### src/rtl/backtrack_ctrl_if.sv
// rtl/backtrack_ctrl_if.sv - assign, backtrack and unassign handshake channels
interface backtrack_ctrl_if #(
  parameter int VAR_W = 16,
  parameter int LVL_W = 8
);
  logic             assign_valid;
  logic             assign_ready;
  logic [VAR_W-1:0] assign_var;
  logic             assign_val;
  logic             assign_is_decision;

  logic             bt_valid;
  logic             bt_ready;
  logic [LVL_W-1:0] bt_level;

  logic             unassign_valid;
  logic             unassign_ready;
  logic [VAR_W-1:0] unassign_var;
  logic             unassign_val;

  // Solver side: issues assignments and backtrack requests, consumes unassigns
  modport master (
    output assign_valid, assign_var, assign_val, assign_is_decision,
    input  assign_ready,
    output bt_valid, bt_level,
    input  bt_ready,
    input  unassign_valid, unassign_var, unassign_val,
    output unassign_ready
  );

  // Controller side
  modport slave (
    input  assign_valid, assign_var, assign_val, assign_is_decision,
    output assign_ready,
    input  bt_valid, bt_level,
    output bt_ready,
    output unassign_valid, unassign_var, unassign_val,
    input  unassign_ready
  );
endinterface

### src/rtl/backtrack_ctrl.sv
// rtl/backtrack_ctrl.sv - trail push and non-chronological backtrack controller
module backtrack_ctrl #(
  parameter int VAR_W   = 16,
  parameter int LVL_W   = 8,
  parameter int ENTRY_W = VAR_W + LVL_W + 1
) (
  input  logic               clk,
  input  logic               rst,
  backtrack_ctrl_if.slave    bus,
  output logic               bt_done,
  output logic [LVL_W-1:0]   cur_level,
  output logic               err_lvl_ovf,
  input  logic               clear,
  output logic               stk_push,
  output logic [ENTRY_W-1:0] stk_push_data,
  output logic               stk_pop,
  output logic               stk_clear,
  input  logic [ENTRY_W-1:0] stk_top_data,
  input  logic               stk_full,
  input  logic               stk_empty
);
  typedef enum logic [1:0] {IDLE = 2'd0, POP = 2'd1, DONE = 2'd2} state_t;

  state_t           state, state_nxt;
  logic [LVL_W-1:0] target;
  logic [LVL_W-1:0] top_level;
  logic [LVL_W-1:0] push_level;
  logic             idle_ok;
  logic             bt_fire;
  logic             assign_fire;
  logic             dec_ovf;
  logic             push_fire;
  logic             pop_stop;

  // Trail entry layout is {level, var, val}; the level field sits in the MSBs
  assign top_level  = stk_top_data[ENTRY_W-1 -: LVL_W];
  assign push_level = bus.assign_is_decision ? cur_level + 1'b1 : cur_level;

  // Handshakes only open in IDLE; a pending backtrack blocks new assignments
  assign idle_ok          = !rst && !clear && (state == IDLE);
  assign bus.bt_ready     = idle_ok;
  assign bus.assign_ready = idle_ok && !bus.bt_valid && !stk_full;
  assign bt_fire          = bus.bt_valid && bus.bt_ready;
  assign assign_fire      = bus.assign_valid && bus.assign_ready;
  assign dec_ovf          = assign_fire && bus.assign_is_decision && (cur_level == {LVL_W{1'b1}});
  assign push_fire        = assign_fire && !dec_ovf;

  // Popping stops once the stack is exhausted or the top belongs to a kept level
  assign pop_stop = stk_empty || (top_level <= target);

  // State register
  always_ff @(posedge clk or posedge rst) begin
    if (rst) state <= IDLE;
    else     state <= state_nxt;
  end

  // Next-state decode; clear aborts from any state
  always_comb begin
    state_nxt = state;
    if (clear) begin
      state_nxt = IDLE;
    end else begin
      case (state)
        IDLE:    if (bt_fire) state_nxt = (bus.bt_level >= cur_level) ? DONE : POP;
        POP:     if (pop_stop) state_nxt = DONE;
        DONE:    state_nxt = IDLE;
        default: state_nxt = IDLE;
      endcase
    end
  end

  // Outputs; everything handshake- or stack-facing is held low during rst
  always_comb begin
    bus.unassign_valid = 1'b0;
    bus.unassign_var   = stk_top_data[VAR_W:1];
    bus.unassign_val   = stk_top_data[0];
    bt_done            = 1'b0;
    stk_push           = 1'b0;
    stk_push_data      = {push_level, bus.assign_var, bus.assign_val};
    stk_pop            = 1'b0;
    stk_clear          = 1'b0;
    if (!rst) begin
      stk_clear = clear;
      if (!clear) begin
        case (state)
          IDLE: stk_push = push_fire;
          POP: begin
            bus.unassign_valid = !pop_stop;
            stk_pop            = !pop_stop && bus.unassign_ready;
          end
          DONE:    bt_done = 1'b1;
          default: bt_done = 1'b0;
        endcase
      end
    end
  end

  // Decision level, overflow flag and latched backtrack target
  always_ff @(posedge clk or posedge rst) begin
    if (rst) begin
      cur_level   <= '0;
      err_lvl_ovf <= 1'b0;
      target      <= '0;
    end else if (clear) begin
      cur_level   <= '0;
      err_lvl_ovf <= 1'b0;
      target      <= '0;
    end else begin
      if (bt_fire) target <= bus.bt_level;
      if (push_fire && bus.assign_is_decision) cur_level <= cur_level + 1'b1;
      if (dec_ovf) err_lvl_ovf <= 1'b1;
      if (state == DONE && target < cur_level) cur_level <= target;
    end
  end
endmodule
### src/flat_wrapper.sv
// flat-port wrapper written by rule: the top's interface ports become plain ports
module backtrack_ctrl_flat 
#(
  parameter int VAR_W   = 16,
  parameter int LVL_W   = 8,
  parameter int ENTRY_W = VAR_W + LVL_W + 1
)
  (clk, rst, bt_done, cur_level, err_lvl_ovf, clear, stk_push, stk_push_data, stk_pop, stk_clear, stk_top_data, stk_full, stk_empty, bus_assign_valid, bus_assign_var, bus_assign_val, bus_assign_is_decision, bus_assign_ready, bus_bt_valid, bus_bt_level, bus_bt_ready, bus_unassign_valid, bus_unassign_var, bus_unassign_val, bus_unassign_ready);
  backtrack_ctrl_if #(.VAR_W(VAR_W), .LVL_W(LVL_W)) bus_i ();
  input  logic clk;
  input  logic rst;
  output logic bt_done;
  output logic [LVL_W-1:0] cur_level;
  output logic err_lvl_ovf;
  input  logic clear;
  output logic stk_push;
  output logic [ENTRY_W-1:0] stk_push_data;
  output logic stk_pop;
  output logic stk_clear;
  input  logic [ENTRY_W-1:0] stk_top_data;
  input  logic stk_full;
  input  logic stk_empty;
  input wire logic [$bits(bus_i.assign_valid)-1:0] bus_assign_valid;
  input wire logic [$bits(bus_i.assign_var)-1:0] bus_assign_var;
  input wire logic [$bits(bus_i.assign_val)-1:0] bus_assign_val;
  input wire logic [$bits(bus_i.assign_is_decision)-1:0] bus_assign_is_decision;
  output wire logic [$bits(bus_i.assign_ready)-1:0] bus_assign_ready;
  input wire logic [$bits(bus_i.bt_valid)-1:0] bus_bt_valid;
  input wire logic [$bits(bus_i.bt_level)-1:0] bus_bt_level;
  output wire logic [$bits(bus_i.bt_ready)-1:0] bus_bt_ready;
  output wire logic [$bits(bus_i.unassign_valid)-1:0] bus_unassign_valid;
  output wire logic [$bits(bus_i.unassign_var)-1:0] bus_unassign_var;
  output wire logic [$bits(bus_i.unassign_val)-1:0] bus_unassign_val;
  input wire logic [$bits(bus_i.unassign_ready)-1:0] bus_unassign_ready;
  assign bus_i.assign_valid = bus_assign_valid;
  assign bus_i.assign_var = bus_assign_var;
  assign bus_i.assign_val = bus_assign_val;
  assign bus_i.assign_is_decision = bus_assign_is_decision;
  assign bus_assign_ready = bus_i.assign_ready;
  assign bus_i.bt_valid = bus_bt_valid;
  assign bus_i.bt_level = bus_bt_level;
  assign bus_bt_ready = bus_i.bt_ready;
  assign bus_unassign_valid = bus_i.unassign_valid;
  assign bus_unassign_var = bus_i.unassign_var;
  assign bus_unassign_val = bus_i.unassign_val;
  assign bus_i.unassign_ready = bus_unassign_ready;
  backtrack_ctrl #(.VAR_W(VAR_W), .LVL_W(LVL_W), .ENTRY_W(ENTRY_W)) u_core (.clk(clk), .rst(rst), .bus(bus_i), .bt_done(bt_done), .cur_level(cur_level), .err_lvl_ovf(err_lvl_ovf), .clear(clear), .stk_push(stk_push), .stk_push_data(stk_push_data), .stk_pop(stk_pop), .stk_clear(stk_clear), .stk_top_data(stk_top_data), .stk_full(stk_full), .stk_empty(stk_empty));
endmodule
### config.mk
export PLATFORM = sky130hd
export DESIGN_NAME = backtrack_ctrl_flat
export DESIGN_NICKNAME = d
export VERILOG_FILES = /design/src/rtl/backtrack_ctrl_if.sv /design/src/rtl/backtrack_ctrl.sv /design/src/flat_wrapper.sv
export SDC_FILE = /design/constraint.sdc
export NUM_CORES = 1
export LEC_CHECK = 0
export BUFFER_PORTS_ARGS = -buffer_cell sky130_fd_sc_hd__clkbuf_2
export CAP_MARGIN = 0
export CELL_PAD_IN_SITES_DETAIL_PLACEMENT = 1
export CELL_PAD_IN_SITES_GLOBAL_PLACEMENT = 2
export CORE_MARGIN = 10
export CORE_UTILIZATION = 25
export DETAILED_ROUTE_END_ITERATION = 12
export GPL_ROUTABILITY_DRIVEN = 0
export GPL_TIMING_DRIVEN = 1
export PLACE_DENSITY_LB_ADDON = 0.1
export SYNTH_ARGS = -nofsm -noshare
export SYNTH_HDL_FRONTEND = slang
export SYNTH_SLANG_ARGS = --single-unit
### constraint.sdc
create_clock -name clk -period 3.3 [get_ports clk]
set_input_delay 0 -clock clk [delete_from_list [all_inputs] [get_ports clk]]
set_output_delay 0 -clock clk [all_outputs]
set_load 0.02 [all_outputs]
Word-level counts from Yosys, hierarchy flattened:

Cells that the tools add are included.

* equality and inequality tests: 5
* reduce and logical (&&, ||, !) cells: 24
* $lt $le $gt $ge: 3
* multiplexer cells: 26
* add/sub/neg operators: 1

Operator list (count)
* $mux 8: 6
* $mux 1: 15
* $logic_and 1x1->1: 12
* $add 8x1->8 const B: 1
* $eq 8x8->1 const B: 1
* $ge 8x8->1: 1
* $le 8x8->1: 1
* $lt 8x8->1: 1
* $mux 2: 4
* $logic_not 1->1: 6
* $ne 3x2->1 const B: 2
* $pmux 2 s2: 1
* $reduce_bool 2->1: 2
* $reduce_bool 3->1: 1
* $eq 2x1->1 const B: 1
* $eq 2x2->1 const B: 1
* $logic_not 2->1: 1
* $reduce_and 2->1: 1
* $logic_or 1x1->1: 1

* flip-flop bits (word level): 19
* output and inout port bits: 58
* word-level logic and storage cells: 63

Logic depth before layout (Yosys ltp):

Gate-level depths: netlist of run 1.

* word-level depth: 14
* gate-level depth with buffers: 9
* mapped depth without buffers: 7

Worst setup path before layout of run 1:

No wires, ideal clock.

* path type: reg2reg
* from: register u_core.cur_level[2]
* to: register u_core.cur_level[0]
* arrival time: 1.987 ns
* cell stages (with the launch flop): 10
* path slack: 1.176 ns
* required time: 3.162 ns
* cells stage by stage: dfrtp_1 > buf_2 > inv_1 > ha_1 > a211o_1 > a31oi_1 > o21ai_1 > clkbuf_1 > o21ai_0 > a21oi_1

* cells in the longest elaborated chain, start to end: 6
* elaborated cells on any way between the ends: 10
* classes of those cells: 1 x order compare; 1 x eq/ne; 2 x mux; 6 x reduce/logical

Ends and longest elaborated chain
* start: declaration: line backtrack_ctrl.sv:11 `output logic [LVL_W-1:0] cur_level,`
* start signal: assignment: line backtrack_ctrl.sv:110 `if (push_fire && bus.assign_is_decision) cur_level <= cur_level + 1'b1;`
* start signal: assignment: line backtrack_ctrl.sv:112 `if (state == DONE && target < cur_level) cur_level <= target;`
* branches (longest 6 deep; another with $lt 8x8->1)

Several ways; the timed one is not identified.
A chain may end at the register's enable or synchronous reset.

Final worst setup path of run 1:

* from: register u_core.cur_level[2]
* to: register u_core.cur_level[4]

* cells in the longest elaborated chain, start to end: 6
* elaborated cells on any way between the ends: 12
* classes of those cells: 1 x add/sub; 1 x order compare; 1 x eq/ne; 3 x mux; 6 x reduce/logical

Ends and longest elaborated chain
* branches (longest 6 deep; another with $add 8x1->8)

Several ways; the timed one is not identified. The select of a mux whose other input is x is not followed.

==> reports/qor.yml, run 1 <==
run_status:
  outcome: "complete, no violations"
pwr:
  p_leak_nw: 0.931
  total_power_uw: 631
  ir_worst_vdd_v: 0.000114
  pwr_density_cell_nw_per_um2: 298
timing:
  grt_setup_unrepaired: "no"
  timing.hold.ws_ns: 0.00000661
  fin_crit_ns: 2.32
  fin_skew_ns: 0.00551
  slew_violations: 0
  finalCritPeriodShare_pct: 70.4
  max_freq_ghz: 0.430
  worst_pin_slew_ns: 0.622
  report.final.hold_viol_count: 0
  final.setup.worst_slack_ns: 0.976
  setup_violations: 0
  slew_headroom_pct: 58.2
  fin_tns_setup_ns: 0
logic_synthesis:
  yosysUniqueCellTypes: 41
  ys_warn_count: 0
  syn-cell-area_um2: 1900
  avgSynthCellArea_um2: 8.47
  yosysTopAreaCellShare_pct: 25.1
  async_flop_share_pct: 100
  synthCells: 224
  yosysTopAreaCell: "dfrtp_1"
  ys_seq_area_share_pct: 25.1
  synth_ff_type: "dfrtp_1"
  ys_ff_latch: 19
  synth_edf_count: 0
  ys_top_cells_by_area: "dfrtp_1, ha_1, buf_4, xnor2_1, inv_1"
  synth_nets: 307
setup_path:
  start_kind: "flip-flop"
  cp.arrival_ns: 2.46
  worstPathMaxFanout: 10
  crit_type: "flip-flop to flip-flop"
  required_ns: 3.44
  r2r_cells: 8
  r2r_end: "u_core.cur_level[4]"
  r2r_start: "u_core.cur_level[2]"
  rrSetupSlack_ns: 0.98
  end_kind: "flip-flop"
worst_hold_path:
  min_to: "stk_push_data[8]"
  min_path_cells: 0
  min_from: "bus_assign_var[7]"
  hold_class: "primary input to output pin"
floorplan:
  core_um2: 7330
  die_width_um: 107
  die_h_um: 107
  dieArea_um2: 11500
  initial_utilization_pct: 25.9
  row_count: 31
  io_pins: 117
placement:
  dpl.cell_count: 332
  hpwl_mm: 4.66
  place_ws_ns: 0.969
  port_buffers: 48
final_layout:
  fillers: 872
  nets: 329
  drive_gt1_share_pct: 24.1
  areaGrowthSynthToFinish_pct: 11.6
  n_antenna_cell: 0
  final_cells: 344
routing:
  highest_layer: "met4"
  firstDrtPassIters: 4
  route.met3.wl_um: 493
  finalWirelength_mm: 5.67
  wl_per_cell_um: 16.5
  num_vias: 1613
  drt_iter0_markers: 45
  met2WireLength_mm: 2.51
  drt-met1-wl_mm: 2.59
  drc: 0
  ant_nets: 0
  vias_per_cell: 4.69
clock_network:
  clock-sinks: 19
  ctsResizeCount: 0
  cts_tree: "built"
  clockRootBuffer: "clkbuf_8"
  clk_latency_ns: 0.26
  cts_buffers: 3
  cts_max_level: 1
  clockBufferDepth: 2
  cts_hold_buf: 8
  clkSlewWorstSetupHoldPaths_ns: 0.08
  postCtsSetupBuffers: 0
grt:
  grtUsageTotal_pct: 10.2
  overflow: 0
  grt_pass1_wl_mm: 9.57
  grt_max_degree: 21
  first_global_vias: 1814
  antenna_found_initial: 0
job:
  maxCapViolCount: 0
## cells in the mapped netlist (2+ instances only)
cell / count
a211oi_1: 5
o21ai_0: 13
and4_1: 2
clkbuf_1: 5
a21o_1: 2
nand4_1: 6
and2_2: 2
nor2_1: 15
buf_2: 2
o21a_1: 2
o31ai_1: 8
buf_4: 34
nor3_1: 2
nand2_1: 14
nand3_1: 7
nor3b_1: 2
dfrtp_1: 19
xnor2_1: 10
o211ai_1: 2
ha_1: 24
a31oi_1: 2
a21oi_1: 8
nor4b_1: 2
inv_1: 19
## flip-flops by register name (all words and copies together) (netlist names)
| signal | count |
|---|---|
| u_core.target | 8 |
| u_core.err_lvl_ovf | 1 |
| u_core.state | 2 |
| u_core.cur_level | 8 |
## routing by layer
| metal | vias up | track usage [%] |
|---|---|---|
| li1 | 803 | - |
| met1 | 744 | 13.0 |
| met2 | 58 | 16.0 |
| met3 | 8 | 3.23 |
| met4 | 0 | 3.19 |
| met5 | - | 0 |
## cell type report
cell class	count	area, um^2	share of cell area [%]
inverters	19	71.3	3.37
repair buffers	58	335	15.8
clock buffers	4	45.0	2.13
multi-input cells	145	1070	50.4
flip-flops and latches	19	475	22.5
well taps	99	124	5.85
## power by group
group	switching, mW	total [mW]	internal (mW)
Sequential	0.0223	0.268	0.246
Clock	0.0866	0.173	0.0861
Combinational	0.110	0.190	0.0804
## stage by stage
stage	cell area (um^2)	util, %
after floorplan	1900	-
after global placement	1990	27.2
after detailed placement	1990	27.2
after CTS	2120	28.9
after global routing	2120	28.9
final	2120	28.9
## cell usage in the layout, fill, tap and decap left out, types with 3 or more instances in the layout
cell and count:
a21oi_1 8, nand2_1 14, inv_1 19, xnor2_1 10, nand4_1 6, dlygate4sd3_1 8
dfrtp_1 19, clkbuf_2 48, nor2_1 15, o21ai_0 13, o31ai_1 8, ha_1 24
clkbuf_8 3, nand3_1 7, a211oi_1 5
## worst max-delay path by stage
stage	start	to	slack (ns)	cells past startpoint
2_1_floorplan	u_core.cur_level[2]	u_core.cur_level[0]	1.18	9
3_3_place_gp	u_core.cur_level[2]	u_core.cur_level[4]	1.03	8
6_report	u_core.cur_level[2]	u_core.cur_level[4]	0.98	8
4_1_cts	u_core.cur_level[2]	u_core.cur_level[4]	0.96	8
5_1_grt	u_core.cur_level[7]	u_core.cur_level[4]	0.76	8
3_5_place_dp	u_core.cur_level[2]	u_core.cur_level[4]	0.97	8
## critical path, stage by stage, from the launching register on
cell and delay [ns]:
dfrtp_1 0.55, inv_1 0.14, ha_1 0.33, a211o_1 0.29, a31oi_1 0.17, o21ai_1 0.21, buf_4 0.24, o21ai_0 0.19
a211oi_1 0.07
## cells by family after synthesis
| logic type | count (synthesis) | synth area share [%] |
|---|---|---|
| compound gates | 49 | 16.9 |
| fa+ha+maj | 24 | 15.8 |
| simple gates | 61 | 18.4 |
| buf+inv | 60 | 18.7 |
| xor+xnor | 11 | 5.08 |
| flops | 19 | 25.1 |
Power figures use the tool's default switching activity.
==> run 2: changes to the inputs <==
--- a/config.mk
+++ b/config.mk
@@ -10,7 +10,7 @@
 export CELL_PAD_IN_SITES_DETAIL_PLACEMENT = 1
 export CELL_PAD_IN_SITES_GLOBAL_PLACEMENT = 2
 export CORE_MARGIN = 10
-export CORE_UTILIZATION = 25
+export CORE_UTILIZATION = 21
 export DETAILED_ROUTE_END_ITERATION = 12
 export GPL_ROUTABILITY_DRIVEN = 0
 export GPL_TIMING_DRIVEN = 1
==> constraint.sdc (replaced) <==
create_clock -name clk -period 2.1 [get_ports clk]
set_input_delay 0 -clock clk [delete_from_list [all_inputs] [get_ports clk]]
set_output_delay 0 -clock clk [all_outputs]
set_load 0.02 [all_outputs]
==> run 2 against run 1 <==
  * Cell count increased by 9.3%
  * Sequential power increased by 51%
  * Setup slack lost 0.80 ns
  * Cell area increased by 11%
  * Non-clock buffer count increased by 23
  * Utilization fell by 2.1 points
  * Critical path type is now flip-flop to output pin
  * Critical path depth is the same
  * Die area up 15%
  * First-iteration DRC count grew 2.2%
==> reports/qor.yml, run 2 (synthesis gave the netlist of run 1 again) <==
routing:
  vias_per_cell: 4.38
  finalWirelength_mm: 6.06
  firstDrtPassIters: 4
  ant_nets: 0
  drc: 0
  wl_per_cell_um: 16.1
  drt_iter0_markers: 46
  num_vias: 1648
pwr:
  pwr_density_cell_nw_per_um2: 442
  ir_worst_vdd_v: 0.000173
  p_clk_share_pct: 25.2
  pwr-share-seq_pct: 38.9
  comb_power_share_pct: 35.9
  switching_power_uw: 355
  p_leak_nw: 1.05
  intPower_uw: 684
  swShare_pct: 34.2
final_layout:
  utilization_pct: 26.8
  layout_commonest_cell: "clkbuf_2"
  drive_gt1_share_pct: 33.2
  largestRegisters: "u_core.cur_level (8), u_core.target (8), u_core.state (2)"
  final_cells: 376
  n_antenna_cell: 0
  areaGrowthSynthToFinish_pct: 23.9
  layout_common_cells: "clkbuf_2, buf_4, ha_1"
  nets: 352
grt:
  antenna_found_initial: 0
  grt_max_degree: 20
  gr-usage-met3_pct: 2.66
  first_global_vias: 1923
  busiest_layer: "met2"
  use_met1_pct: 12.0
  grt.met2_usage_pct: 15.1
  grt_pass1_wl_mm: 10.1
  overflow: 0
  grtUsageTotal_pct: 9.40
worst_hold_path:
  hold_class: "primary input to output pin"
  min_from: "stk_top_data[12]"
clock_network:
  clock-sinks: 19
  clk_latency_ns: 0.25
  clockBufferDepth: 2
  clockRootBuffer: "clkbuf_8"
  cts_buffers: 3
  cts_tree: "built"
  clkSlewWorstSetupHoldPaths_ns: 0.07
  cts_max_level: 1
floorplan:
  die_width_um: 115
  initial_utilization_pct: 21.6
  core_um2: 8760
  io_pins: 117
  die_h_um: 115
  dieArea_um2: 13200
  row_count: 34
setup_path:
  slowest_delay_ns: 0.39
  required_ns: 2.10
  worstPathMaxFanout: 4
  crit_type: "flip-flop to output pin"
  crit_start: "u_core.target[1]"
  cpLargestDelayFamily: "compound AO/OA/AOI/OAI gates"
  start_kind: "flip-flop"
  end_kind: "output pin"
  path_cells: "inv_2 -> ha_4 -> nor2b_1 -> o211ai_1 -> a21oi_2 -> o31ai_4 -> nor3b_2 -> buf_4"
  cp.arrival_ns: 1.92
  cpMaxStageDelayCell: "dfrtp_1"
  cp_num_buf_inv: 2
  r2r_start: "u_core.cur_level[1]"
job:
  maxCapViolCount: 0
timing:
  slew_headroom_pct: 76.1
  report.final.hold_viol_count: 0
  setup_violations: 0
  finalCritPeriodShare_pct: 91.5
  fin_crit_ns: 1.92
  max_freq_ghz: 0.520
  fin_skew_ns: 0.00365
  worst_pin_slew_ns: 0.358
  final.setup.worst_slack_ns: 0.178
  slew_violations: 0
placement:
  place_ws_ns: 0.0391
  port_buffers: 48
  dpl.cell_count: 363
  hpwl_mm: 5.18
run_status:
  outcome: "complete, no violations"
[run 2: final timing paths]
kind | end | slack (ns) | cells past startpoint
max | stk_pop | 0.18 | 8
min | bus_unassign_var[11] | 0.000008 | 0
max reg2reg | u_core.state[1] | 0.23 | 8
min reg2reg | u_core.err_lvl_ovf | 0.50 | 2
max in group asynchronous | u_core.cur_level[0] | 1.45 | 4
min in group asynchronous | u_core.state[0] | 0.43 | 4
[run 2: per-layer routing]
layer	vias to the layer above	part of all wire [%]
met4	0	0.88
met2	45	46
met5	-	0
li1	848	-
met1	751	46
met3	4	7.4
[run 2: cell type report]
cell class                 instances  area, um^2
inverter                          19        71.3
tap                              108         135
timing repair buffer              81         510
sequential                        19         475
fill                            1071        6410
clock buffer                       4        45.0
multi-input combinational        145        1110
[run 2: power by group through the flow]
stage          Sequential [mW]  Combinational, mW  Clock [mW]
2_1_floorplan            0.425              0.278           0
3_3_place_gp             0.412              0.357           0
3_5_place_dp             0.413              0.357           0
4_1_cts                  0.406              0.371       0.280
5_1_grt                  0.408              0.427       0.292
6_report                 0.404              0.373       0.262
[run 2: metrics by stage]
stage	TNS, ns	instance area [um^2]	power (mW)	hold WS (ns)
6_report	0	2350	1.04	0.00000776
2_1_floorplan	0	1900	0.703	-0.0404
3_5_place_dp	0	2170	0.770	0.000137
3_3_place_gp	0	2170	0.769	0.000137
4_1_cts	0	2300	1.06	0.000137
5_1_grt	-0.0122	2350	1.13	0.0000301
[run 2: what timing repair did]
action	4_1_cts	5_1_grt
buffers inserted	0	1
hold endpoints to repair	26	0
resized for setup	1	10
hold buffers	8	0
pin swaps	0	4
setup endpoints to repair	2	12
